--- src/rtl/rms_denorm.sv ---
// rtl/rms_denorm.sv - element-wise vector x scalar de-normalizer with saturation
// Multiplies LANES elements per enabled cycle; a start on the completion edge chains the next vector.
module rms_denorm #(
  parameter int ARR_WIDTH = 8,
  parameter int FXP_N     = 16,
  parameter int FXP_Q     = 8,
  parameter int LANES     = 2
) (
  input  logic                         clk,
  input  logic                         rst_n,
  input  logic                         enable,
  input  logic                         start,
  input  logic [ARR_WIDTH*FXP_N-1:0]   input_arr,
  input  logic signed [FXP_N-1:0]      rms_in,
  output logic [ARR_WIDTH*FXP_N-1:0]   output_arr,
  output logic                         busy,
  output logic                         done,
  output logic                         ovf
);

  localparam int CHUNKS = ARR_WIDTH / LANES;
  localparam int IDX_W  = (CHUNKS > 1) ? $clog2(CHUNKS) : 1;
  localparam int EL_W   = (ARR_WIDTH > 1) ? $clog2(ARR_WIDTH) : 1;
  localparam int PW     = 2 * FXP_N;
  localparam logic [IDX_W-1:0] LAST_IDX = IDX_W'(CHUNKS - 1);
  localparam logic signed [PW-1:0] SAT_MAX = {{(FXP_N+1){1'b0}}, {(FXP_N-1){1'b1}}};
  localparam logic signed [PW-1:0] SAT_MIN = {{(FXP_N+1){1'b1}}, {(FXP_N-1){1'b0}}};

  typedef enum logic {S_IDLE, S_RUN} state_t;

  state_t                   state_q, state_d;
  logic [IDX_W-1:0]         idx_q, idx_d;
  logic signed [FXP_N-1:0]  x_q [ARR_WIDTH];
  logic signed [FXP_N-1:0]  x_d [ARR_WIDTH];
  logic signed [FXP_N-1:0]  rms_q, rms_d;
  logic signed [FXP_N-1:0]  work_q [ARR_WIDTH];
  logic signed [FXP_N-1:0]  work_d [ARR_WIDTH];
  logic signed [FXP_N-1:0]  work_next [ARR_WIDTH];
  logic signed [FXP_N-1:0]  out_q [ARR_WIDTH];
  logic signed [FXP_N-1:0]  out_d [ARR_WIDTH];
  logic                     work_ovf_q, work_ovf_d;
  logic                     ovf_q, ovf_d;
  logic                     done_q, done_d;

  logic                     last_chunk;
  logic                     accept;
  logic                     lane_ovf;
  logic [EL_W-1:0]          elem;
  logic signed [PW-1:0]     prod;
  logic signed [PW-1:0]     shifted;

  assign last_chunk = (idx_q == LAST_IDX);
  assign accept     = enable && start && ((state_q == S_IDLE) || last_chunk);

  // state register
  always_ff @(posedge clk or negedge rst_n) begin
    if (!rst_n) begin
      state_q <= S_IDLE;
    end else begin
      state_q <= state_d;
    end
  end

  // next-state logic
  always_comb begin
    state_d = state_q;
    if (enable) begin
      case (state_q)
        S_IDLE:  if (start) state_d = S_RUN;
        S_RUN:   if (last_chunk && !start) state_d = S_IDLE;
        default: state_d = S_IDLE;
      endcase
    end
  end

  // output logic
  always_comb begin
    busy       = (state_q == S_RUN);
    done       = done_q;
    ovf        = ovf_q;
    output_arr = '0;
    for (int i = 0; i < ARR_WIDTH; i++) begin
      output_arr[i*FXP_N +: FXP_N] = out_q[i];
    end
  end

  // lane multipliers: floor-shift then clamp to the signed element range
  always_comb begin
    work_next = work_q;
    lane_ovf  = 1'b0;
    elem      = '0;
    prod      = '0;
    shifted   = '0;
    for (int l = 0; l < LANES; l++) begin
      elem    = EL_W'(int'(idx_q) * LANES + l);
      prod    = PW'(x_q[elem]) * PW'(rms_q);
      shifted = prod >>> FXP_Q;
      if (shifted > SAT_MAX) begin
        work_next[elem] = SAT_MAX[FXP_N-1:0];
        lane_ovf        = 1'b1;
      end else if (shifted < SAT_MIN) begin
        work_next[elem] = SAT_MIN[FXP_N-1:0];
        lane_ovf        = 1'b1;
      end else begin
        work_next[elem] = shifted[FXP_N-1:0];
      end
    end
  end

  always_comb begin
    x_d        = x_q;
    rms_d      = rms_q;
    idx_d      = idx_q;
    work_d     = work_q;
    work_ovf_d = work_ovf_q;
    out_d      = out_q;
    ovf_d      = ovf_q;
    done_d     = done_q;
    if (enable) begin
      done_d = 1'b0;
      if (state_q == S_RUN) begin
        work_d     = work_next;
        work_ovf_d = work_ovf_q | lane_ovf;
        idx_d      = idx_q + IDX_W'(1);
        if (last_chunk) begin
          out_d  = work_next;
          ovf_d  = work_ovf_q | lane_ovf;
          done_d = 1'b1;
          idx_d  = '0;
        end
      end
      if (accept) begin
        for (int i = 0; i < ARR_WIDTH; i++) begin
          x_d[i] = input_arr[i*FXP_N +: FXP_N];
        end
        rms_d      = rms_in;
        idx_d      = '0;
        work_ovf_d = 1'b0;
      end
    end
  end

  always_ff @(posedge clk or negedge rst_n) begin
    if (!rst_n) begin
      idx_q      <= '0;
      rms_q      <= '0;
      work_ovf_q <= 1'b0;
      ovf_q      <= 1'b0;
      done_q     <= 1'b0;
      for (int i = 0; i < ARR_WIDTH; i++) begin
        x_q[i]    <= '0;
        work_q[i] <= '0;
        out_q[i]  <= '0;
      end
    end else begin
      idx_q      <= idx_d;
      rms_q      <= rms_d;
      work_ovf_q <= work_ovf_d;
      ovf_q      <= ovf_d;
      done_q     <= done_d;
      x_q        <= x_d;
      work_q     <= work_d;
      out_q      <= out_d;
    end
  end

endmodule

--- config.mk ---
export PLATFORM = sky130hd
export DESIGN_NAME = rms_denorm
export DESIGN_NICKNAME = d
export VERILOG_FILES = /design/src/rtl/rms_denorm.sv
export SDC_FILE = /design/constraint.sdc
export NUM_CORES = 2
export LEC_CHECK = 0
export CORE_UTILIZATION = 30
export DETAILED_ROUTE_END_ITERATION = 12
export DONT_BUFFER_PORTS = 1
export PLACE_DENSITY = 0.46
export SLEW_MARGIN = 10
export SYNTH_ARGS = -nofsm -noshare
export SYNTH_HDL_FRONTEND = slang
export SYNTH_SLANG_ARGS = --single-unit
--- constraint.sdc ---
create_clock -name clk -period 9.19 [get_ports clk]
set_input_delay 1.3785 -clock clk [delete_from_list [all_inputs] [get_ports clk]]
set_output_delay 1.3785 -clock clk [all_outputs]
set_load 0.02 [all_outputs]
==> metrics.txt <==
Netlist cell types=75; leading area contributor after synthesis=fa_1; Die Ht=347 µm; via count=24706; Total GRT Usage=17.4%; Initial DRC Count=1361; max-slew violation count=229; routability cong.=0.823; worst slew pin tran=1.96 ns; layout net count=4344; Total Wirelength=103000 µm; failing checks=slew limit; Avg Cell Area, Syn=9.91 µm²; first-pass GRT wire length=162000 µm; sequential-to-total area share from yosys stat=26.2%; full die area=0.120 mm²; Max Buffers Root-to-Sink=3; asr flop ratio synth=100%; Detail Route Antenna Nets=0; clk sinks=374; Clock Root Buffer=clkbuf_16; Post-synth top flop=dfrtp_1; number of synthesized flops with an enable pin=0; layout cells sized above 1=10.2%; hold buffers post-CTS=0; synth top area cells=fa_1, dfrtp_1, inv_1; Hold Path Class=reg2reg; dpl hpwl=77800 µm; Final Hold Viols=0; Worst Setup Path Type=reg2reg; CP Capture Type=register; Mapped Cells=3600; Critical Path RT=9.62 ns; core area=0.118 mm²; post-DR wirelength/cell=20.2 µm; starting density of the core=30.2%; CP max FO=15; Setup WS pre-CTS=0.178 ns; part of the cycle the worst path needs=94.3%; H-Tree Depth=2; CTS clk-pin slew, worst paths=0.06 ns; Final Worst Setup Slack=0.525 ns; fmax=0.115 GHz; TritonCTS Buffers=45; Startpoint Class=register; final setup fails=0; largest net degree at the start of global routing=375; grt ovf=0; status=finished, violations left; DRC=0; clock skew=0.0537 ns; Cell Rows=126; Horiz. Die Dim=347 µm; Vias/cell=4.85; Crit path arrival time=9.10 ns; Buffers on Ports=0; Tmin final=8.66 ns; IO Pins=279; drt pass-1 iters=5; max_cap viols=0; Mapped Area=0.0357 mm²; yosys warns=0; slew margin rel.=-30.6%; worst skew pair latency=0.63 ns; CTS tree=yes; top-area cell type share of the netlist area=29.3%; Mapped Nets=4432; Yosys reg bits=374; vias in the first global route=25855; antenna violations before repair=40; area grow syn2layout=9.08%; fin util=33.0%
## layer usage
| layer | global-route usage (%) | vias to the layer above | wire length, µm |
|---|---|---|---|
| met1 | 25.5 | 12662 | 50200 |
| met2 | 25.4 | 580 | 43300 |
| met5 | 0 | - | 312 |
| met3 | 4.73 | 138 | 7230 |
| met4 | 3.41 | 50 | 1800 |
| li1 | - | 11276 | - |
## Yosys cell counts, types with 5 or more instances
cell and n:
a211oi_1 13, fa_1 522, mux2_2 143, o211ai_1 9
xnor2_1 44, clkbuf_1 183, and2_1 240, nand2_1 400
nor4_1 14, or3_1 22, inv_1 606, mux4_2 32
xor2_1 14, o21ai_0 187, nor2b_1 5, buf_2 5
nand2b_1 11, nand4_1 15, nor3_1 17, o21bai_1 5
o21a_1 9, nor2_1 115, o211a_1 5, dfrtp_1 374
a31oi_1 24, o21ai_1 29, a21oi_2 17, ha_1 162
a21oi_1 188, buf_1 5, a21o_1 14, and3_1 77
nand3_1 18, and4_1 10
## layout by cell type (no fill, tap or decap), types with 23 or more instances in the layout
master and instances:
a21oi_1 187, a31oi_1 23, and2_1 240, and3_1 77, buf_4 61, clkbuf_16 45
dfrtp_1 370, fa_1 521, ha_1 162, inv_1 606, mux2_2 143, mux4_2 32
nand2_1 396, nor2_1 114, o21ai_0 187, o21ai_1 29, xnor2_1 44
## logic make-up after synthesis
logic type | after synthesis | share of synthesized area (%)
adders and majority gates | 684 | 35.0
muxes | 177 | 6.59
AOI/OAI and AO/OA | 542 | 8.88
xor gates and xnor gates | 60 | 1.52
DFF | 374 | 26.2
buffers and inverters | 802 | 8.49
and+or+nand+nor | 961 | 13.3
## critical path, cell delays in order (launching register included)
cell	delay, ns
dfrtp_2	0.61
buf_4	0.25
mux4_2	0.71
buf_4	0.25
and2_1	0.17
fa_1	0.62
fa_1	0.45
fa_1	0.54
fa_1	0.44
fa_1	0.49
inv_1	0.05
fa_1	0.49
inv_1	0.05
ha_1	0.38
a21oi_1	0.32
o21ai_0	0.23
a211oi_1	0.31
nor3_1	0.15
o31a_1	0.33
nor2_1	0.23
xor2_2	0.16
buf_4	0.20
a31oi_2	0.05
buf_4	0.22
nor3_1	0.39
buf_4	0.24
o21ai_0	0.10
## layout make-up
type | instances | area [µm²]
well taps | 1536 | 1920
fillers | 12207 | 79000
clock inverters | 16 | 195
clock buffers | 65 | 1310
inverters | 606 | 2270
multi-input cells | 2424 | 23300
diodes | 15 | 37.5
flip-flops and latches | 374 | 9360
repair buffers | 61 | 458
## repair_timing
action	in CTS	in global routing
endpoints found under the setup margin	0	113
buffers inserted	0	2
endpoints found under the hold margin	0	0
resized for setup	0	3
## through the flow
step | hold slack (ns) | std cells | instance area, µm² | TNS (ns)
2_1_floorplan | 0.442 | 3600 | 35700 | 0
3_3_place_gp | 0.453 | 4999 | 37300 | 0
3_5_place_dp | 0.463 | 4999 | 37300 | 0
4_1_cts | 0.434 | 5080 | 38800 | 0
5_1_grt | 0.459 | 5092 | 38900 | -0.00101
6_report | 0.470 | 5097 | 38900 | 0
## flip-flops by register name, summed over array words and instances, names as in the netlist
signal / cells
output_arr: 128
x_q: 128
work_q: 96
rms_q: 16
idx_q: 2
busy: 1
done: 1
ovf: 1
work_ovf_q: 1
## worst paths after layout
kind	start	end	slack (ns)	cells after the start
worst max-delay path	idx_q[0]	work_q[51]	0.53	26
worst min-delay path	work_q[76]	work_q[76]	0.47	2
worst max register to register	idx_q[0]	work_q[51]	0.53	26
worst min register to register	work_q[76]	work_q[76]	0.47	2
min in group asynchronous	rst_n	x_q[116]	0.49	0
max in group asynchronous	rst_n	output_arr[102]	7.16	0
Power is left out: the tool's default activity adds up to more than one toggle a clock period on the data nets, which glitch-free logic cannot reach.
